`src/rtl/wb_arbiter2.sv`:
```
// ---------------------------------------------------------------------------
// wb_arbiter2 : two-master / one-slave Wishbone arbiter.
//
// Shares one Wishbone slave port (e.g. a BlockRAM) between two masters. A
// master is granted when its cyc rises. It keeps the grant until it drops
// cyc, so classic cycles and bursts are never preempted. Contention is then
// settled round-robin against the last owner.
//
// Handshake: a master owns the slave while its grant bit is set. Its stb,
// adr, we, dat_ms, sel, cti and bte are forwarded unchanged. s_ack is
// returned only to the owner. A waiting master may hold cyc/stb high for any
// length of time. It sees no ack and none of its signals reach the slave.
//
// Ports
//   clk, rst            : system clock, synchronous active-high reset
//   mX_cyc/stb/we/adr/dat_ms/sel/cti/bte (X=0,1) : master request side
//   mX_dat_sm, mX_ack   : return path to master X
//   s_*                 : slave side, multiplexed from the owning master
//   s_dat_sm, s_ack     : slave response
//   grant               : one-hot owner (bit0 = m0, bit1 = m1), 00 when idle;
//                         this is a direct decode of the arbitration state
// ---------------------------------------------------------------------------
module wb_arbiter2 #(
   parameter int ADR_W = 32,
   parameter int DAT_W = 32
) (
   input  logic               clk,
   input  logic               rst,
   input  logic               m0_cyc,
   input  logic               m0_stb,
   input  logic               m0_we,
   input  logic [ADR_W-1:0]   m0_adr,
   input  logic [DAT_W-1:0]   m0_dat_ms,
   input  logic [DAT_W/8-1:0] m0_sel,
   input  logic [2:0]         m0_cti,
   input  logic [1:0]         m0_bte,
   output logic [DAT_W-1:0]   m0_dat_sm,
   output logic               m0_ack,
   input  logic               m1_cyc,
   input  logic               m1_stb,
   input  logic               m1_we,
   input  logic [ADR_W-1:0]   m1_adr,
   input  logic [DAT_W-1:0]   m1_dat_ms,
   input  logic [DAT_W/8-1:0] m1_sel,
   input  logic [2:0]         m1_cti,
   input  logic [1:0]         m1_bte,
   output logic [DAT_W-1:0]   m1_dat_sm,
   output logic               m1_ack,
   output logic               s_cyc,
   output logic               s_stb,
   output logic               s_we,
   output logic [ADR_W-1:0]   s_adr,
   output logic [DAT_W-1:0]   s_dat_ms,
   output logic [DAT_W/8-1:0] s_sel,
   output logic [2:0]         s_cti,
   output logic [1:0]         s_bte,
   input  logic [DAT_W-1:0]   s_dat_sm,
   input  logic               s_ack,
   output logic [1:0]         grant
);

   typedef enum logic [1:0] {
      IDLE = 2'd0,
      OWN0 = 2'd1,
      OWN1 = 2'd2
   } state_t;

   state_t r_state;
   state_t w_next_state;
   logic   r_last_owner;
   logic   w_next_last_owner;

   // State register. Reset leaves last_owner at 1 so that m0 wins the first
   // simultaneous request.
   always_ff @(posedge clk) begin
      if (rst) begin
         r_state      <= IDLE;
         r_last_owner <= 1'b1;
      end else begin
         r_state      <= w_next_state;
         r_last_owner <= w_next_last_owner;
      end
   end

   // Next-state logic. A release hands the slave straight to a waiting
   // master, so there is no idle cycle between back-to-back owners.
   always_comb begin
      w_next_state      = r_state;
      w_next_last_owner = r_last_owner;
      case (r_state)
         IDLE: begin
            if (m0_cyc && m1_cyc) begin
               w_next_state = r_last_owner ? OWN0 : OWN1;
            end else if (m0_cyc) begin
               w_next_state = OWN0;
            end else if (m1_cyc) begin
               w_next_state = OWN1;
            end
         end
         OWN0: begin
            if (!m0_cyc) begin
               w_next_last_owner = 1'b0;
               w_next_state      = m1_cyc ? OWN1 : IDLE;
            end
         end
         OWN1: begin
            if (!m1_cyc) begin
               w_next_last_owner = 1'b1;
               w_next_state      = m0_cyc ? OWN0 : IDLE;
            end
         end
         default: w_next_state = IDLE;
      endcase
   end

   // Grant is decoded from the registered state only. It has no combinational
   // path from any cyc input.
   assign grant = {(r_state == OWN1), (r_state == OWN0)};

   // Slave-side multiplexer. Every output is driven to zero when idle, so the
   // slave never sees stale address or data.
   always_comb begin
      s_cyc    = 1'b0;
      s_stb    = 1'b0;
      s_we     = 1'b0;
      s_adr    = '0;
      s_dat_ms = '0;
      s_sel    = '0;
      s_cti    = 3'b000;
      s_bte    = 2'b00;
      case (r_state)
         OWN0: begin
            s_cyc    = m0_cyc;
            s_stb    = m0_stb;
            s_we     = m0_we;
            s_adr    = m0_adr;
            s_dat_ms = m0_dat_ms;
            s_sel    = m0_sel;
            s_cti    = m0_cti;
            s_bte    = m0_bte;
         end
         OWN1: begin
            s_cyc    = m1_cyc;
            s_stb    = m1_stb;
            s_we     = m1_we;
            s_adr    = m1_adr;
            s_dat_ms = m1_dat_ms;
            s_sel    = m1_sel;
            s_cti    = m1_cti;
            s_bte    = m1_bte;
         end
         default: ;
      endcase
   end

   // Read data is broadcast to both masters, and each master qualifies it
   // with its own ack. Only ack is steered by ownership.
   assign m0_dat_sm = s_dat_sm;
   assign m1_dat_sm = s_dat_sm;
   assign m0_ack    = (r_state == OWN0) && s_ack;
   assign m1_ack    = (r_state == OWN1) && s_ack;

endmodule

```
`config.mk`:
```
export PLATFORM = sky130hd
export DESIGN_NAME = wb_arbiter2
export DESIGN_NICKNAME = d
export VERILOG_FILES = /design/src/rtl/wb_arbiter2.sv
export SDC_FILE = /design/constraint.sdc
export NUM_CORES = 1
export LEC_CHECK = 0
export BUFFER_PORTS_ARGS = -buffer_cell sky130_fd_sc_hd__buf_2
export CAP_MARGIN = 10
export CORE_AREA = 2 2 128 130
export DETAILED_ROUTE_END_ITERATION = 8
export DIE_AREA = 0 0 130 132
export HOLD_SLACK_MARGIN = 0.03
export MAX_ROUTING_LAYER = met4
export PLACE_DENSITY = 0.47
export REMOVE_ABC_BUFFERS = 1
export SETUP_SLACK_MARGIN = 0.1
export SLEW_MARGIN = 10
export SYNTH_ARGS = -nofsm -noshare
export SYNTH_HDL_FRONTEND = slang
export SYNTH_SLANG_ARGS = --single-unit
```
`constraint.sdc`:
```
create_clock -name clk -period 1.95 [get_ports clk]
set_clock_uncertainty 0.1 [all_clocks]
set_input_delay 0.39 -clock clk [delete_from_list [all_inputs] [get_ports clk]]
set_output_delay 0.39 -clock clk [all_outputs]
set_load 0.1 [all_outputs]
```
==> results of run 1 <==
-- what timing repair did --
| action | in CTS | in global routing |
|---|---|---|
| gates resized for setup | 96 | 70 |
| pin swaps | 3 | 6 |
| hold buffers | 0 | 0 |
| buffers inserted | 4 | 4 |
| gates cloned | 9 | 3 |
| setup endpoints to repair | 79 | 80 |
-- how the worst min path moves through the flow --
stage,start,end,slack [ns],cells after the start
final,rst,r_state[0]$_SDFFE_PP0P_,0.25,2
after global routing,rst,r_state[0]$_SDFFE_PP0P_,0.26,2
after CTS,rst,r_state[0]$_SDFFE_PP0P_,0.25,2
after detailed placement,r_last_owner$_SDFFE_PP1P_,r_last_owner$_SDFFE_PP1P_,0.46,2
after global placement,r_last_owner$_SDFFE_PP1P_,r_last_owner$_SDFFE_PP1P_,0.45,2
after floorplan,rst,r_state[0]$_SDFFE_PP0P_,0.36,1
-- sequential cells by signal, summed over array words and instances (netlist names) --
| signal | count |
|---|---|
| r_last_owner | 1 |
| r_state | 2 |
-- layout by cell type, fill, tap and decap left out, types with 2 or more instances in the layout --
cell type,n
buf_2,154
buf_12,85
nor2b_2,48
a22oi_1,40
a22oi_2,35
nor2b_4,23
buf_4,11
clkbuf_16,10
buf_16,6
ha_4,5
nor2b_1,4
nand2_1,3
nor2_1,3
buf_6,3
inv_4,2
nand2_2,2
and2_4,2
a21oi_1,2
bufbuf_16,2
dfxtp_4,2
-- per-layer routing --
metal | vias to the layer above | share of wire (%) | routed length, um | GRT usage [%]
li1 | 1269 | - | - | -
met1 | 1333 | 36 | 5130 | 17.6
met2 | 209 | 46 | 6490 | 22.8
met3 | 16 | 17 | 2340 | 9.98
met4 | 0 | 0.63 | 89 | 1.37
met5 | - | 0 | 0 | -
-- power groups by stage --
stage	Combinational, mW	Clock, mW	Sequential [mW]
floorplan	2.72	0	0.0971
global placement	4.46	0	0.0948
detailed placement	4.46	0	0.0963
CTS	5.46	0.342	0.112
global route	5.99	0.349	0.116
finish	5.76	0.333	0.113
-- cell type report --
class	instances	area, um^2	area share (%)
multi-input cells	178	1790	34.3
repair buffers	268	2990	57.4
inverters	3	16.3	0.312
flip-flops and latches	3	67.6	1.29
clock buffers	4	78.8	1.51
well taps	216	270	5.18
-- stage by stage --
step / cells / setup TNS [ns]
3_5_place_dp: 649 / -1.01
5_1_grt: 672 / -14.52
3_3_place_gp: 649 / -0.0268
4_1_cts: 666 / -13.30
6_report: 672 / -9.98
2_1_floorplan: 184 / -208.40
-- worst register-to-register path: stages, from the launching register on --
cell and delay (ns):
dfxtp_4 0.37, inv_4 0.05, buf_4 0.12, buf_4 0.13, ha_4 0.15, buf_6 0.12, buf_4 0.13, nand2_1 0.05
a31oi_1 0.06, mux2i_1 0.13, nor2_1 0.05
-- logic make-up (layout without fill, tap and decap cells) --
family | after synthesis | after routing | synth area share [%]
compound gates | 84 | 84 | 32.1
fa+ha+maj | 6 | 6 | 3.79
buf+inv | 93 | 275 | 33.9
flops | 3 | 3 | 3.03
mux | 1 | 1 | 0.506
simple gates | 87 | 87 | 26.7
==> impl_metrics.py, run 1 <==
metrics = {
    "run_status": {
        "outcome": "complete, but fails checks",
        "violations": "setup timing",
    },
    "drt": {
        "routed_via_density": 4.21,
        "drc_errors": 0,
        "dr_total_vias": 2827,
        "ant_nets": 0,
        "wl_per_cell_um": 20.9,
        "drt_iter0_markers": 155,
        "drt-pass1-iter-count": 4,
        "routed_wl_mm": 14.1,
    },
    "power": {
        "pwr_density_cell_nw_per_um2": 1190,
        "pwr-share-clk_pct": 5.4,
        "p_sw_mw": 3.26,
        "p_sw_share_pct": 52.6,
        "total_power_mw": 6.20,
        "combPwrFrac_pct": 92.8,
        "pwr-share-seq_pct": 1.8,
        "ir_drop_uv": 663,
        "p_int_mw": 2.94,
        "leakagePower_nw": 2.02,
    },
    "global_route": {
        "grt_usage_pct": 15.2,
        "grt_max_degree": 40,
        "grt_antenna_before_repair": 0,
        "grt_overflow": 0,
        "grt_pass1_vias": 2735,
        "grt_pass1_wl_mm": 18.5,
    },
    "timing": {
        "min_period_ns": 2.18,
        "slew_headroom_pct": 83.8,
        "setup_viol": 76,
        "setup_ws_ns": -0.230,
        "fmax_mhz": 459,
        "drv_slew": 0,
        "fin_crit_sh_pct": 112,
        "hold-worst-slack_ns": 0.254,
        "tightest_slew_ns": 0.243,
        "report.final.hold_viol_count": 0,
        "rsz0062_at_grt": "yes",
    },
    "layout": {
        "finalInstanceArea_um2": 5220,
        "diodes": 0,
        "fillCellCount": 1611,
        "nets": 650,
        "drive_gt1_share_pct": 86.4,
        "utilization_pct": 33.2,
        "syn_to_final_growth_pct": 164,
    },
    "die": {
        "core.rowCount": 46,
        "start_util_pct": 12.6,
        "coreArea_um2": 15700,
        "die_width_um": 130,
        "fp.dieH_um": 132,
        "boundaryPins": 331,
        "die-area_um2": 17200,
    },
    "yosys": {
        "ys_seq_elements": 3,
        "avgSynthCellArea_um2": 7.22,
        "synth-edff-count": 0,
        "yosysSeqAreaShare_pct": 3.03,
        "synth_cells": 274,
        "synth_top_area_share_pct": 28.4,
        "synthTopCellsByArea": "a22oi_1 (28%), buf_4 (27%), nor2b_1 (24%)",
        "synth_common_cells": "a22oi_1 (75), nor2b_1 (75), buf_4 (71), buf_2 (10), ha_1 (6)",
        "synthDistinctLibCells": 25,
        "async_flop_share_pct": 0,
        "ys.flop_type": "dfxtp_1",
        "yosys_warnings": 0,
        "netlist_area_um2": 1980,
        "synth_top_area_cell": "a22oi_1",
    },
    "run": {
        "cap_violations": 0,
    },
    "critical_path": {
        "regToRegStartpoint": "r_state[1]$_SDFFE_PP0P_",
        "cp_max_fo": 18,
        "start_kind": "register",
        "critical_path.cell_chain": "inv_4, ha_4, bufbuf_16, nor2b_2, buf_12",
        "cp-endpoint": "s_adr[16]",
        "r2r_setup_slack_ns": 0.37,
        "crit_family": "buffers and inverters",
        "rr_worst_depth": 10,
        "cp_slowest_stage_delay_ns": 0.37,
        "end_kind": "output pin",
        "startpoint": "r_state[0]$_SDFFE_PP0P_",
        "slowest_stage": "dfxtp_4",
        "cp.arrival_ns": 1.69,
        "required_ns": 1.46,
        "crit_type": "register to output pin",
        "rr_endpoint": "r_state[1]$_SDFFE_PP0P_",
        "cp_num_buf_inv": 3,
        "path_depth": 5,
    },
    "cts": {
        "clk_latency_ns": 0.23,
        "cts_buffer_depth": 2,
        "cts-root-buf": "clkbuf_16",
        "cts_buffers": 3,
        "htreeDepth": 1,
        "path_clk_slew_ns": 0.03,
        "clock-sinks": 3,
        "cts_tree": "yes",
    },
    "place": {
        "io_buffers": 234,
        "place_congestion": 0.947,
        "dpl.hpwl_mm": 10.1,
        "dp_slack_ns": -0.0589,
        "post_dp_cell_area_um2": 4160,
    },
    "min_path": {
        "worstHoldPathType": "primary input to register",
    },
}
Note: power is estimated with default switching activity, not from simulation.
==> inputs of run 2 (changes only) <==
--- a/config.mk
+++ b/config.mk
@@ -15,6 +15,7 @@
 export PLACE_DENSITY = 0.47
 export REMOVE_ABC_BUFFERS = 1
 export SETUP_SLACK_MARGIN = 0.1
+export SKIP_LAST_GASP = 1
 export SLEW_MARGIN = 10
 export SYNTH_ARGS = -nofsm -noshare
 export SYNTH_HDL_FRONTEND = slang
==> run 2 against run 1 <==
Cell area is 1.7% lower. The run still ends with setup timing left. Largest cell class unchanged. Combinational power fell by 0.9%. Core utilization decreased by 0.57 points.
==> impl_metrics.py, run 2 (synthesized netlist as in run 1, its figures left out) <==
metrics = {
    "run_status": {
        "outcome": "complete, but fails checks",
        "violations": "setup timing",
    },
    "cts": {
        "clk_latency_ns": 0.23,
        "cts_tree": "yes",
        "cts_buffers": 3,
        "cts-hold-fix-buffers": 0,
        "clock-sinks": 3,
        "cts_buffer_depth": 2,
        "cts-root-buf": "clkbuf_16",
        "htreeDepth": 1,
        "path_clk_slew_ns": 0.03,
    },
    "drt": {
        "drt_iter0_markers": 158,
        "routed_wl_mm": 14.2,
        "drc_errors": 0,
        "ant_nets": 0,
        "routed_via_density": 4.27,
        "dr_total_vias": 2879,
        "wl_per_cell_um": 21.1,
        "drt-pass1-iter-count": 4,
    },
    "critical_path": {
        "end_kind": "output pin",
        "cp.arrival_ns": 1.69,
        "crit_top_cell": "buf_12",
        "critical_path.cell_chain": "inv_4, ha_4, buf_12, clkbuf_16, a22oi_1, nor2b_1, buf_12",
        "crit_type": "register to output pin",
        "rr_worst_depth": 10,
        "required_ns": 1.46,
        "start_kind": "register",
        "slowest_stage": "dfxtp_4",
        "cp_max_fo": 9,
        "cp_slowest_stage_delay_ns": 0.35,
    },
    "timing": {
        "fin_crit_sh_pct": 112,
        "setup_viol": 77,
        "min_period_ns": 2.18,
        "fmax_mhz": 459,
        "tightest_slew_ns": 0.248,
        "hold-worst-slack_ns": 0.253,
        "report.final.hold_viol_count": 0,
        "slew_headroom_pct": 83.5,
        "drv_slew": 0,
        "setup_ws_ns": -0.227,
        "setup_tns_ns": -11.74,
        "rsz0062_at_grt": "yes",
    },
    "global_route": {
        "grt_overflow": 0,
        "grt_max_degree": 40,
        "grt_pass1_vias": 2718,
        "grt_usage_pct": 15.1,
        "grt_antenna_before_repair": 0,
        "grt_pass1_wl_mm": 18.5,
    },
    "power": {
        "pwr_density_cell_nw_per_um2": 1200,
        "ir_drop_uv": 664,
        "leakagePower_nw": 2.01,
    },
    "layout": {
        "most-common-layout-cells": "buf_2 (154), buf_12 (89), a22oi_1 (54), nor2b_2 (46), a22oi_2 (21)",
        "largest_reg_flops": 2,
        "top_register": "r_state",
        "syn_to_final_growth_pct": 159,
        "fillCellCount": 1627,
        "diodes": 0,
        "reg_top3": "r_state x2, r_last_owner x1",
        "drive_gt1_share_pct": 81.0,
        "final_common_cell": "buf_2",
        "nets": 653,
    },
    "die": {
        "die_width_um": 130,
        "core.rowCount": 46,
        "boundaryPins": 331,
        "fp.dieH_um": 132,
        "coreArea_um2": 15700,
        "start_util_pct": 12.6,
        "die-area_um2": 17200,
    },
    "run": {
        "cap_violations": 0,
    },
    "place": {
        "io_buffers": 234,
        "place_congestion": 0.947,
        "dpl.hpwl_mm": 10.1,
    },
    "min_path": {
        "holdPathStages": 2,
        "worstHoldPathType": "primary input to register",
    },
}
## run 2: cell count changes in the layout (fill, tap and decap cells not counted), sizes merged
cell	before	now
clkbuf	11	9
buf	259	264
## run 2: final timing paths
kind | from | slack (ns) | end
worst max-delay path | r_state[0]$_SDFFE_PP0P_ | -0.23 | s_dat_ms[15]
worst min-delay path | rst | 0.25 | r_state[0]$_SDFFE_PP0P_
worst max register to register | r_state[1]$_SDFFE_PP0P_ | 0.37 | r_state[1]$_SDFFE_PP0P_
worst min register to register | r_last_owner$_SDFFE_PP1P_ | 0.47 | r_last_owner$_SDFFE_PP1P_
## run 2: repair_timing
item                                    CTS  global route
pin swaps                                 3             1
endpoints found under the setup margin   79            80
gates cloned                              9             4
resized for setup                        80            48
setup buffers                             4             5
## run 2: layout make-up
class	count	area (um^2)	share of cell area (%)
tap	216	270	5.27
timing repair buffer	271	3050	59.4
clock buffer	4	78.8	1.54
inverter	3	16.3	0.317
multi-input combinational	178	1650	32.1
sequential	3	67.6	1.32
## run 2: per-stage QoR
step / worst slack (ns) / cell area, um^2 / instances / util [%] / power (mW)
floorplan: -2.72 / 1320 / 184 / - / 2.82
global placement: -0.0255 / 4160 / 649 / 26.5 / 4.56
detailed placement: -0.0589 / 4160 / 649 / 26.5 / 4.55
CTS: -0.230 / 4820 / 666 / 30.7 / 5.86
global route: -0.271 / 5130 / 675 / 32.6 / 6.41
finish: -0.227 / 5130 / 675 / 32.6 / 6.16
## run 2: critical path, delay by kind of cell, from the launching register on
| family | cells | cell delay (ns) |
|---|---|---|
| flip-flops | 1 | 0.35 |
| AND/OR/NAND/NOR | 1 | 0.20 |
| adder cells (fa/ha/maj) | 1 | 0.23 |
| buffers and inverters | 4 | 0.58 |
| AO/OA/AOI/OAI | 1 | 0.09 |
## run 2: layer usage
| metal | up-vias | routed length (um) | GRT usage [%] |
|---|---|---|---|
| li1 | 1272 | - | - |
| met1 | 1364 | 5350 | 17.6 |
| met2 | 231 | 6530 | 22.6 |
| met3 | 12 | 2260 | 10.0 |
| met4 | 0 | 79 | 1.31 |
| met5 | - | 0 | - |
## run 2: power by group
part,switching [mW],leakage [nW],internal (mW)
Combinational,3.14,1.95,2.57
Sequential,0.0275,0.0261,0.0854
Clock,0.0627,0.0382,0.270
Total,3.23,2.01,2.92
==> inputs of run 3 (changes only) <==
--- a/config.mk
+++ b/config.mk
@@ -8,13 +8,14 @@
 export BUFFER_PORTS_ARGS = -buffer_cell sky130_fd_sc_hd__buf_2
 export CAP_MARGIN = 10
 export CORE_AREA = 2 2 128 130
+export CTS_CLUSTER_DIAMETER = 120
 export DETAILED_ROUTE_END_ITERATION = 8
 export DIE_AREA = 0 0 130 132
 export HOLD_SLACK_MARGIN = 0.03
 export MAX_ROUTING_LAYER = met4
 export PLACE_DENSITY = 0.47
 export REMOVE_ABC_BUFFERS = 1
-export SETUP_SLACK_MARGIN = 0.1
+export SETUP_SLACK_MARGIN = 0.4
 export SKIP_LAST_GASP = 1
 export SLEW_MARGIN = 10
 export SYNTH_ARGS = -nofsm -noshare
==> run 3 against run 2 <==
The run still ends with setup timing left. Global-route usage hardly changed. First-iteration DRC count fell by 3.8%. Cell count grew 2.1%. Die area stayed put. Core utilization up 4.4 points. Largest cell class unchanged.
==> impl_metrics.py, run 3 (synthesized netlist as in run 1, its figures left out) <==
metrics = {
    "layout": {
        "nets": 666,
        "top_register": "r_state",
        "fillCellCount": 1559,
        "most-common-layout-cells": "buf_2 (154), buf_12 (88), nor2b_4 (62), a22oi_2 (55), a22oi_1 (20)",
        "drive_gt1_share_pct": 93.0,
        "largest_reg_flops": 2,
        "syn_to_final_growth_pct": 194,
        "reg_top3": "r_state x2, r_last_owner x1",
        "final_common_cell": "buf_2",
    },
    "cts": {
        "clock-sinks": 3,
        "cts_buffers": 3,
        "htreeDepth": 1,
        "cts_tree": "yes",
        "cts_buffer_depth": 2,
        "clk_latency_ns": 0.23,
        "path_clk_slew_ns": 0.03,
        "cts-root-buf": "clkbuf_16",
        "cts-hold-fix-buffers": 0,
    },
    "timing": {
        "setup_tns_ns": -11.68,
        "setup_viol": 77,
        "rsz0062_at_grt": "yes",
        "hold-worst-slack_ns": 0.254,
        "tightest_slew_ns": 0.352,
        "slew_headroom_pct": 76.5,
        "report.final.hold_viol_count": 0,
        "min_period_ns": 2.15,
        "fmax_mhz": 465,
        "setup_ws_ns": -0.200,
        "drv_slew": 0,
        "fin_crit_sh_pct": 110,
    },
    "drt": {
        "drt-pass1-iter-count": 4,
        "wl_per_cell_um": 22.6,
        "ant_nets": 0,
        "drt_iter0_markers": 152,
        "drc_errors": 0,
        "routed_via_density": 4.28,
        "routed_wl_mm": 15.6,
        "dr_total_vias": 2947,
    },
    "critical_path": {
        "r2r_setup_slack_ns": 0.25,
        "required_ns": 1.46,
        "rr_worst_depth": 11,
        "regToRegStartpoint": "r_state[1]$_SDFFE_PP0P_",
        "end_kind": "output pin",
        "cp_slowest_stage_delay_ns": 0.37,
        "crit_top_cell": "buf_12",
        "critical_path.cell_chain": "inv_4, ha_4, buf_12, buf_16, a22oi_1, nor2b_4, buf_12",
        "slowest_stage": "dfxtp_4",
        "cp_max_fo": 9,
        "crit_type": "register to output pin",
        "cp.arrival_ns": 1.66,
        "rr_endpoint": "r_state[1]$_SDFFE_PP0P_",
        "start_kind": "register",
    },
    "place": {
        "io_buffers": 234,
        "place_congestion": 0.947,
        "dpl.hpwl_mm": 10.1,
    },
    "die": {
        "die_width_um": 130,
        "core.rowCount": 46,
        "start_util_pct": 12.6,
        "die-area_um2": 17200,
        "boundaryPins": 331,
        "fp.dieH_um": 132,
        "coreArea_um2": 15700,
    },
    "global_route": {
        "grt_antenna_before_repair": 0,
        "grt_overflow": 0,
        "grt_usage_pct": 15.1,
        "grt_max_degree": 40,
        "grt_pass1_wl_mm": 18.5,
        "grt_pass1_vias": 2723,
    },
    "run_status": {
        "violations": "setup timing",
        "outcome": "complete, but fails checks",
    },
    "min_path": {
        "holdPathStages": 2,
        "min_from": "rst",
        "worstHoldPathType": "primary input to register",
        "hold_path_end": "r_state[0]$_SDFFE_PP0P_",
    },
    "power": {
        "ir_drop_uv": 690,
        "leakagePower_nw": 2.24,
        "pwr_density_cell_nw_per_um2": 1240,
    },
    "run": {
        "cap_violations": 0,
    },
}
[run 3: how the worst max path moves through the flow]
stage	end	from	cells after the start	slack, ns
floorplan	s_adr[0]	r_state[0]$_SDFFE_PP0P_	4	-2.72
global placement	s_cyc	r_state[1]$_SDFFE_PP0P_	6	-0.03
detailed placement	s_adr[23]	r_state[0]$_SDFFE_PP0P_	5	-0.06
CTS	s_cti[2]	r_state[0]$_SDFFE_PP0P_	6	-0.23
global route	s_adr[31]	r_state[0]$_SDFFE_PP0P_	7	-0.26
finish	s_adr[31]	r_state[0]$_SDFFE_PP0P_	7	-0.20
[run 3: metal layers]
layer | share of wire [%] | vias to the layer above | wire, um | GRT usage (%)
met2 | 47 | 213 | 7300 | 22.6
li1 | - | 1305 | - | -
met1 | 38 | 1417 | 5850 | 17.5
met3 | 15 | 12 | 2290 | 10.0
met4 | 0.94 | 0 | 146 | 1.37
met5 | 0 | - | 0 | -
[run 3: through the flow]
stage	cell area (um^2)	power, mW	instances	setup WS, ns	utilization [%]
after floorplan	1320	2.82	184	-2.72	-
after global placement	4160	4.56	649	-0.0255	26.5
after detailed placement	4160	4.55	649	-0.0589	26.5
after CTS	4820	5.86	666	-0.230	30.7
after global routing	5810	7.47	688	-0.258	37.0
final	5810	7.20	689	-0.200	37.0
[run 3: critical path, delay by kind of cell, from the launching register on]
family                     cells  cell delay [ns]
and+or+nand+nor                1             0.08
AOI/OAI and AO/OA              1             0.27
DFF                            1             0.37
buffers and inverters          4             0.50
adders and majority gates      1             0.21
[run 3: where the power goes]
group / total (mW) / switching (mW) / leakage [nW] / internal, mW
clock: 0.333 / 0.0621 / 0.0382 / 0.270
combinational: 6.75 / 3.56 / 2.17 / 3.19
sequential: 0.114 / 0.0290 / 0.0261 / 0.0855
[run 3: timing repair]
action	4_1_cts	5_1_grt
pin swaps	3	12
buffers inserted	4	12
endpoints found under the setup margin	80	83
gates cloned	9	10
gates resized for setup	79	161
[run 3: area by class of cell]
class	instances	area (um^2)	share of cell area (%)
Timing Repair Buffer	284	3260	56.0
Multi-Input combinational cell	178	2120	36.5
Tap cell	216	270	4.65
Clock buffer	4	78.8	1.36
Sequential cell	3	67.6	1.16
Inverter	3	18.8	0.323
Antenna cell	1	2.50	0.0430
